[src/rtl/atm_ledger_arbiter.sv]
`default_nettype none
// +----------------------------------------------------------------------------+
// | atm_ledger_arbiter: two-terminal round-robin arbiter over a shared ledger |
// | Rev 1.0 - initial release                                                 |
// +----------------------------------------------------------------------------+
module atm_ledger_arbiter #(
  parameter logic [31:0] INIT_BALANCE = 32'h000186A0,
  parameter logic [15:0] PEER_ACCT    = 16'hD903,
  parameter logic [31:0] PEER_INIT    = 32'h00000000
) (
  input  logic        clk,
  input  logic        reset,
  input  logic [1:0]  req,
  input  logic [1:0]  op0,
  input  logic [1:0]  op1,
  input  logic [31:0] amt0,
  input  logic [31:0] amt1,
  input  logic [15:0] acct0,
  input  logic [15:0] acct1,
  output logic [1:0]  gnt,
  output logic        done,
  output logic        err,
  output logic [1:0]  err_code,
  output logic        rsp_id,
  output logic [31:0] rsp_balance,
  output logic [31:0] balance_out,
  output logic [31:0] peer_balance_out,
  output logic        busy
);

  typedef enum logic [1:0] {
    S_IDLE  = 2'd0,
    S_GRANT = 2'd1,
    S_EXEC  = 2'd2,
    S_RESP  = 2'd3
  } state_t;

  localparam logic [1:0] C_OP_QUERY    = 2'b00;
  localparam logic [1:0] C_OP_DEPOSIT  = 2'b01;
  localparam logic [1:0] C_OP_WITHDRAW = 2'b10;
  localparam logic [1:0] C_OP_TRANSFER = 2'b11;

  localparam logic [1:0] C_ERR_OK       = 2'b00;
  localparam logic [1:0] C_ERR_FUNDS    = 2'b01;
  localparam logic [1:0] C_ERR_ACCOUNT  = 2'b10;
  localparam logic [1:0] C_ERR_OVERFLOW = 2'b11;

  state_t      r_state;
  logic        r_last;
  logic        r_win;
  logic [1:0]  r_op;
  logic [31:0] r_amt;
  logic [15:0] r_acct;
  logic [31:0] r_bal;
  logic [31:0] r_peer;
  logic [1:0]  r_gnt;
  logic        r_done;
  logic        r_err;
  logic [1:0]  r_code;
  logic        r_rsp_id;
  logic [31:0] r_rsp_bal;

  logic        w_winner;
  logic [1:0]  w_sel_op;
  logic [31:0] w_sel_amt;
  logic [15:0] w_sel_acct;
  logic [32:0] w_sum;
  logic [32:0] w_psum;
  logic [1:0]  w_code;
  logic [31:0] w_new_bal;
  logic [31:0] w_new_peer;

  // On a tie the terminal that was not served last wins.
  always_comb begin
    w_winner = 1'b0;
    case (req)
      2'b10:   w_winner = 1'b1;
      2'b11:   w_winner = ~r_last;
      default: w_winner = 1'b0;
    endcase
  end

  assign w_sel_op   = r_win ? op1   : op0;
  assign w_sel_amt  = r_win ? amt1  : amt0;
  assign w_sel_acct = r_win ? acct1 : acct0;

  assign w_sum  = {1'b0, r_bal}  + {1'b0, r_amt};
  assign w_psum = {1'b0, r_peer} + {1'b0, r_amt};

  // Errors leave both new-balance values equal to the current ones.
  always_comb begin
    w_code     = C_ERR_OK;
    w_new_bal  = r_bal;
    w_new_peer = r_peer;
    case (r_op)
      C_OP_QUERY: begin
        w_code = C_ERR_OK;
      end
      C_OP_DEPOSIT: begin
        if (w_sum[32]) w_code = C_ERR_OVERFLOW;
        else           w_new_bal = w_sum[31:0];
      end
      C_OP_WITHDRAW: begin
        if (r_amt > r_bal) w_code = C_ERR_FUNDS;
        else               w_new_bal = r_bal - r_amt;
      end
      C_OP_TRANSFER: begin
        if (r_acct != PEER_ACCT) begin
          w_code = C_ERR_ACCOUNT;
        end else if (r_amt > r_bal) begin
          w_code = C_ERR_FUNDS;
        end else if (w_psum[32]) begin
          w_code = C_ERR_OVERFLOW;
        end else begin
          w_new_bal  = r_bal - r_amt;
          w_new_peer = w_psum[31:0];
        end
      end
      default: w_code = C_ERR_OK;
    endcase
  end

  always_ff @(posedge clk) begin
    if (reset) begin
      r_state   <= S_IDLE;
      r_last    <= 1'b1;
      r_win     <= 1'b0;
      r_op      <= 2'b00;
      r_amt     <= 32'd0;
      r_acct    <= 16'd0;
      r_bal     <= INIT_BALANCE;
      r_peer    <= PEER_INIT;
      r_gnt     <= 2'b00;
      r_done    <= 1'b0;
      r_err     <= 1'b0;
      r_code    <= 2'b00;
      r_rsp_id  <= 1'b0;
      r_rsp_bal <= 32'd0;
    end else begin
      case (r_state)
        S_IDLE: begin
          if (|req) begin
            r_win   <= w_winner;
            r_last  <= w_winner;
            r_gnt   <= w_winner ? 2'b10 : 2'b01;
            r_state <= S_GRANT;
          end
        end
        S_GRANT: begin
          r_gnt   <= 2'b00;
          r_op    <= w_sel_op;
          r_amt   <= w_sel_amt;
          r_acct  <= w_sel_acct;
          r_state <= S_EXEC;
        end
        S_EXEC: begin
          r_bal     <= w_new_bal;
          r_peer    <= w_new_peer;
          r_done    <= 1'b1;
          r_err     <= (w_code != C_ERR_OK);
          r_code    <= w_code;
          r_rsp_id  <= r_win;
          r_rsp_bal <= w_new_bal;
          r_state   <= S_RESP;
        end
        S_RESP: begin
          r_done    <= 1'b0;
          r_err     <= 1'b0;
          r_code    <= 2'b00;
          r_rsp_id  <= 1'b0;
          r_rsp_bal <= 32'd0;
          r_state   <= S_IDLE;
        end
        default: r_state <= S_IDLE;
      endcase
    end
  end

  assign gnt              = r_gnt;
  assign done             = r_done;
  assign err              = r_err;
  assign err_code         = r_code;
  assign rsp_id           = r_rsp_id;
  assign rsp_balance      = r_rsp_bal;
  assign balance_out      = r_bal;
  assign peer_balance_out = r_peer;
  assign busy             = (r_state != S_IDLE);

endmodule
`default_nettype wire

[config.mk]
export PLATFORM = sky130hd
export DESIGN_NAME = atm_ledger_arbiter
export DESIGN_NICKNAME = d
export VERILOG_FILES = /design/src/rtl/atm_ledger_arbiter.sv
export SDC_FILE = /design/constraint.sdc
export NUM_CORES = 1
export LEC_CHECK = 0
export ABC_CLOCK_PERIOD_IN_PS = 7300
export BUFFER_PORTS_ARGS = -buffer_cell sky130_fd_sc_hd__buf_2
export CORE_ASPECT_RATIO = 0.6
export CORE_UTILIZATION = 59
export CTS_CLUSTER_SIZE = 28
export DETAILED_ROUTE_END_ITERATION = 10
export PLACE_DENSITY = 0.89
export SYNTH_ARGS = -nofsm -noshare
export SYNTH_HDL_FRONTEND = slang
export SYNTH_SLANG_ARGS = --single-unit
[constraint.sdc]
create_clock -name clk -period 7.3 [get_ports clk]
set_input_delay 1.46 -clock clk [delete_from_list [all_inputs] [get_ports clk]]
set_output_delay 1.46 -clock clk [all_outputs]
set_load 0.02 [all_outputs]
==> flow_summary_export.csv <==
group,metric,value,unit
power_and_ir_drop,p_leak,6.103,nW
placement,io_buffers,207,
timing,tns,0,ps
critical_path,slowest_stage,"nand3_1",
critical_path,cp.depth,13,
yosys,synth_seq_cells,157,
final_layout,final_nets,1949,
critical_path,crit_chain,"inv_1, ha_1, fa_1, nand2b_1, a21oi_1, o211ai_1, and2_1, o21ai_2, a21o_1, nand3_1, o21ai_0, o21ai_0, a21oi_1",
critical_path,cp-start-kind,"flip-flop",
timing,clock-skew-final,16.27,ps
critical_path,crit_end,"balance_out[1]$_SDFFE_PP0P_",
grt,grt_pass1_vias,12160,
detailed_routing,avgRoutedWirePerCell,22.29,um
critical_path,reg2regPathDepth,13,
yosys,syn_avg_cell_area,7.634,um^2
power_and_ir_drop,ir_drop,0.4295,mV
final_layout,drive_above_1_share,16.09,%
grt,grt-ovfl-total,0,
clock_tree,cts_setup_buffers,0,
clock_tree,clockRootBuffer,"clkbuf_16",
timing,period_share,67.07,%
yosys,synth.area.top_cells,"dfxtp_1 26%, ha_1 10%, a21oi_1 6.4%",
floorplanning,core_area,0.02017,mm^2
grt,grt_usage,41.47,%
timing,final_hold_viol_count,0,
grt,antenna_found_initial,0,
yosys,synth_edf_count,0,
timing,rsz0062_at_grt,"false",
yosys,synthCells,1605,
timing,finalCriticalPeriod,4896,ps
timing,worstMarginPinSlew,1120,ps
critical_path,cp.arrival,5280,ps
critical_path,crit_buf_inv,1,
floorplanning,die_area,0.02137,mm^2
clock_tree,cts_hold_repair.buffers,0,
placement,dp_hpwl,33680,um
hold_path,hold_path.class,"flip-flop to flip-flop",
detailed_routing,remaining_drc_errors,0,
critical_path,rrSetupSlack,2400,ps
clock_tree,htreeDepth,4,
run_status,status,"finished clean",
floorplanning,die_h,113.6,um
clock_tree,clk_pin_slew,70,ps
critical_path,crit_path_start,"balance_out[0]$_SDFFE_PP0P_",
clock_tree,ctsResizeCount,0,
yosys,synthesis.area,0.01225,mm^2
critical_path,endpoint_kind,"flip-flop",
clock_tree,cts_tree,"done",
floorplanning,die_w,188.0,um
timing,maxSlewHeadroom,25.14,%
clock_tree,clockBufferDepth,2,
job,cap_violations,0,
yosys,ys_warn_count,0,
floorplanning,io-pin-count,208,
yosys,synth_top_cell_by_area,"dfxtp_1",
critical_path,max_stage_delay,930,ps
clock_tree,cts_num_sinks,157,
timing,setup_viol,0,
critical_path,r2r-end,"balance_out[1]$_SDFFE_PP0P_",
yosys,synthArstFlopShare,0,%
critical_path,critical_path.top_delay_family,"compound AO/OA/AOI/OAI gates",
final_layout,antenna-diode-count,0,
final_layout,area_growth,13.78,%
clock_tree,numCtsBuffers,17,
floorplanning,num_rows,40,
detailed_routing,drtIter0Drc,1922,
yosys,yosys.area.top_type_share,25.65,%
yosys,ys.flop_type,"dfxtp_1",
critical_path,crit_type,"flip-flop to flip-flop",
grt,grt_start_max_net_pins,104,
power_and_ir_drop,power_density,423.2,mW/mm^2
critical_path,cp.required,7680,ps
yosys,synth_seq_area_share,25.65,%
critical_path,rr_startpoint,"balance_out[0]$_SDFFE_PP0P_",
final_layout,final_util,69.12,%
critical_path,cp_max_fo,22,
power_and_ir_drop,power,5.900,mW
timing,slew_viol_final,0,
detailed_routing,firstDrtPassIters,7,
detailed_routing,via_per_inst,6.700,
detailed_routing,vias,13570,
yosys,syn_nets,1813,
detailed_routing,drt-total-wl,45160,um
timing,timing.fmax,204.2,MHz
placement,place_congestion,1.078,
detailed_routing,detail-route-antenna-nets,0,
yosys,post_synth_num_cell_types,85,
floorplanning,start_util,60.75,%
grt,grt_pass1_wl,68860,um
clock_tree,insertion_delay,460,ps
[worst register-to-register path, delay by kind of cell, from the launching register on]
family | cells | cell delay (ps)
fa+ha+maj | 2 | 600
simple gates | 3 | 1330
flops | 1 | 380
compound gates | 7 | 2420
buf+inv | 1 | 100
[cells by family (layout without fill, tap and decap cells)]
family,count (synthesis),in the layout,share of synthesized area (%)
compound gates,562,562,30.72
simple gates,492,492,18.85
buf+inv,189,337,6.127
flops,157,157,25.65
fa+ha+maj,104,104,10.80
mux,62,62,5.065
xor+xnor,39,39,2.788
[how the worst min path moves through the flow]
stage	end	start	cells after the start
after floorplan	r_acct[13]$_SDFFE_PP0P_	r_acct[13]$_SDFFE_PP0P_	2
after detailed placement	rsp_balance[12]$_SDFFE_PP0P_	rsp_balance[12]$_SDFFE_PP0P_	2
final	rsp_balance[12]$_SDFFE_PP0P_	rsp_balance[12]$_SDFFE_PP0P_	2
after global placement	rsp_balance[12]$_SDFFE_PP0P_	rsp_balance[12]$_SDFFE_PP0P_	2
after CTS	rsp_balance[12]$_SDFFE_PP0P_	rsp_balance[12]$_SDFFE_PP0P_	2
after global routing	rsp_balance[12]$_SDFFE_PP0P_	rsp_balance[12]$_SDFFE_PP0P_	2
[final cells by class]
class                   instances  area (um^2)
repair buffers                215         1099
multi-input cells            1259         8389
fillers                      1668         6228
clock buffers                  18        450.4
clock inverters                13        172.7
inverters                      91        341.6
well taps                     273        341.6
flip-flops and latches        157         3147
[cell usage in the layout, fill, tap and decap left out, types with 10 or more instances in the layout]
master     instances
o21ai_0           92
a31oi_1           25
o221ai_1          15
o211ai_1          17
dfxtp_1          156
buf_2            206
nand4_1           22
ha_1              99
xnor2_1           28
a211oi_1          64
nor3_1            25
nor2b_1           20
a21oi_1          157
nor2_1           173
o22ai_1           10
a21o_1            26
xor2_1            11
inv_1             90
o31ai_1           14
nand2b_1          12
o21bai_1          15
a32oi_1           11
nand3_1           30
clkbuf_16         18
nand2_1          136
mux2i_1           62
or2_2             11
[Yosys cell counts, drive strengths merged, types with 7 or more instances]
library cell / instances
or2: 11
a31oi: 25
o221ai: 15
nor3: 26
nand4: 22
a2111oi: 7
nor4: 11
mux2i: 62
nand2b: 12
a21o: 26
a221o: 9
clkbuf: 74
and3: 9
o31ai: 14
a211o: 7
o21ai: 98
o31a: 9
inv: 90
a211oi: 66
buf: 24
a21oi: 158
o211ai: 17
a32oi: 11
dfxtp: 157
nand3: 30
nor2b: 20
xnor2: 28
o21bai: 15
nand2: 137
ha: 101
or3: 9
a22oi: 8
xor2: 11
o21a: 9
o22ai: 10
nor2: 174
[layer usage]
layer  up-vias  routed length [um]  track usage, %
li1       6180                   -               -
met1      6403               19680           59.50
met2       905               18430           59.53
met3        86                6115           12.31
met4         0                 927           11.71
met5         -                   0               0
[through the flow]
step                instance area (um^2)  instances  setup WS [ps]  hold WS [ps]
floorplan                          12250       1605           3899         458.2
global placement                   13320       1995           2941         448.6
detailed placement                 13320       1995           2698         460.0
CTS                                13940       2026           2636         474.4
global route                       13940       2026           2249         503.2
finish                             13940       2026           2404         473.6
[state kept, by name, summed over array words and instances (netlist names)]
register / flops
done: 1
r_state: 2
r_last: 1
rsp_balance: 32
err: 1
err_code: 2
r_op: 2
rsp_id: 1
balance_out: 32
peer_balance_out: 32
r_win: 1
r_acct: 16
r_amt: 32
gnt: 2
[power by group]
group	switching (mW)	total, mW	internal, mW	leakage [nW]
sequential	0.329	1.41	1.08	1.28
clock	0.428	0.967	0.539	0.303
combinational	2.36	3.53	1.16	4.52
total	3.12	5.90	2.78	6.10
No activity file was read; power rests on OpenSTA's default activity.
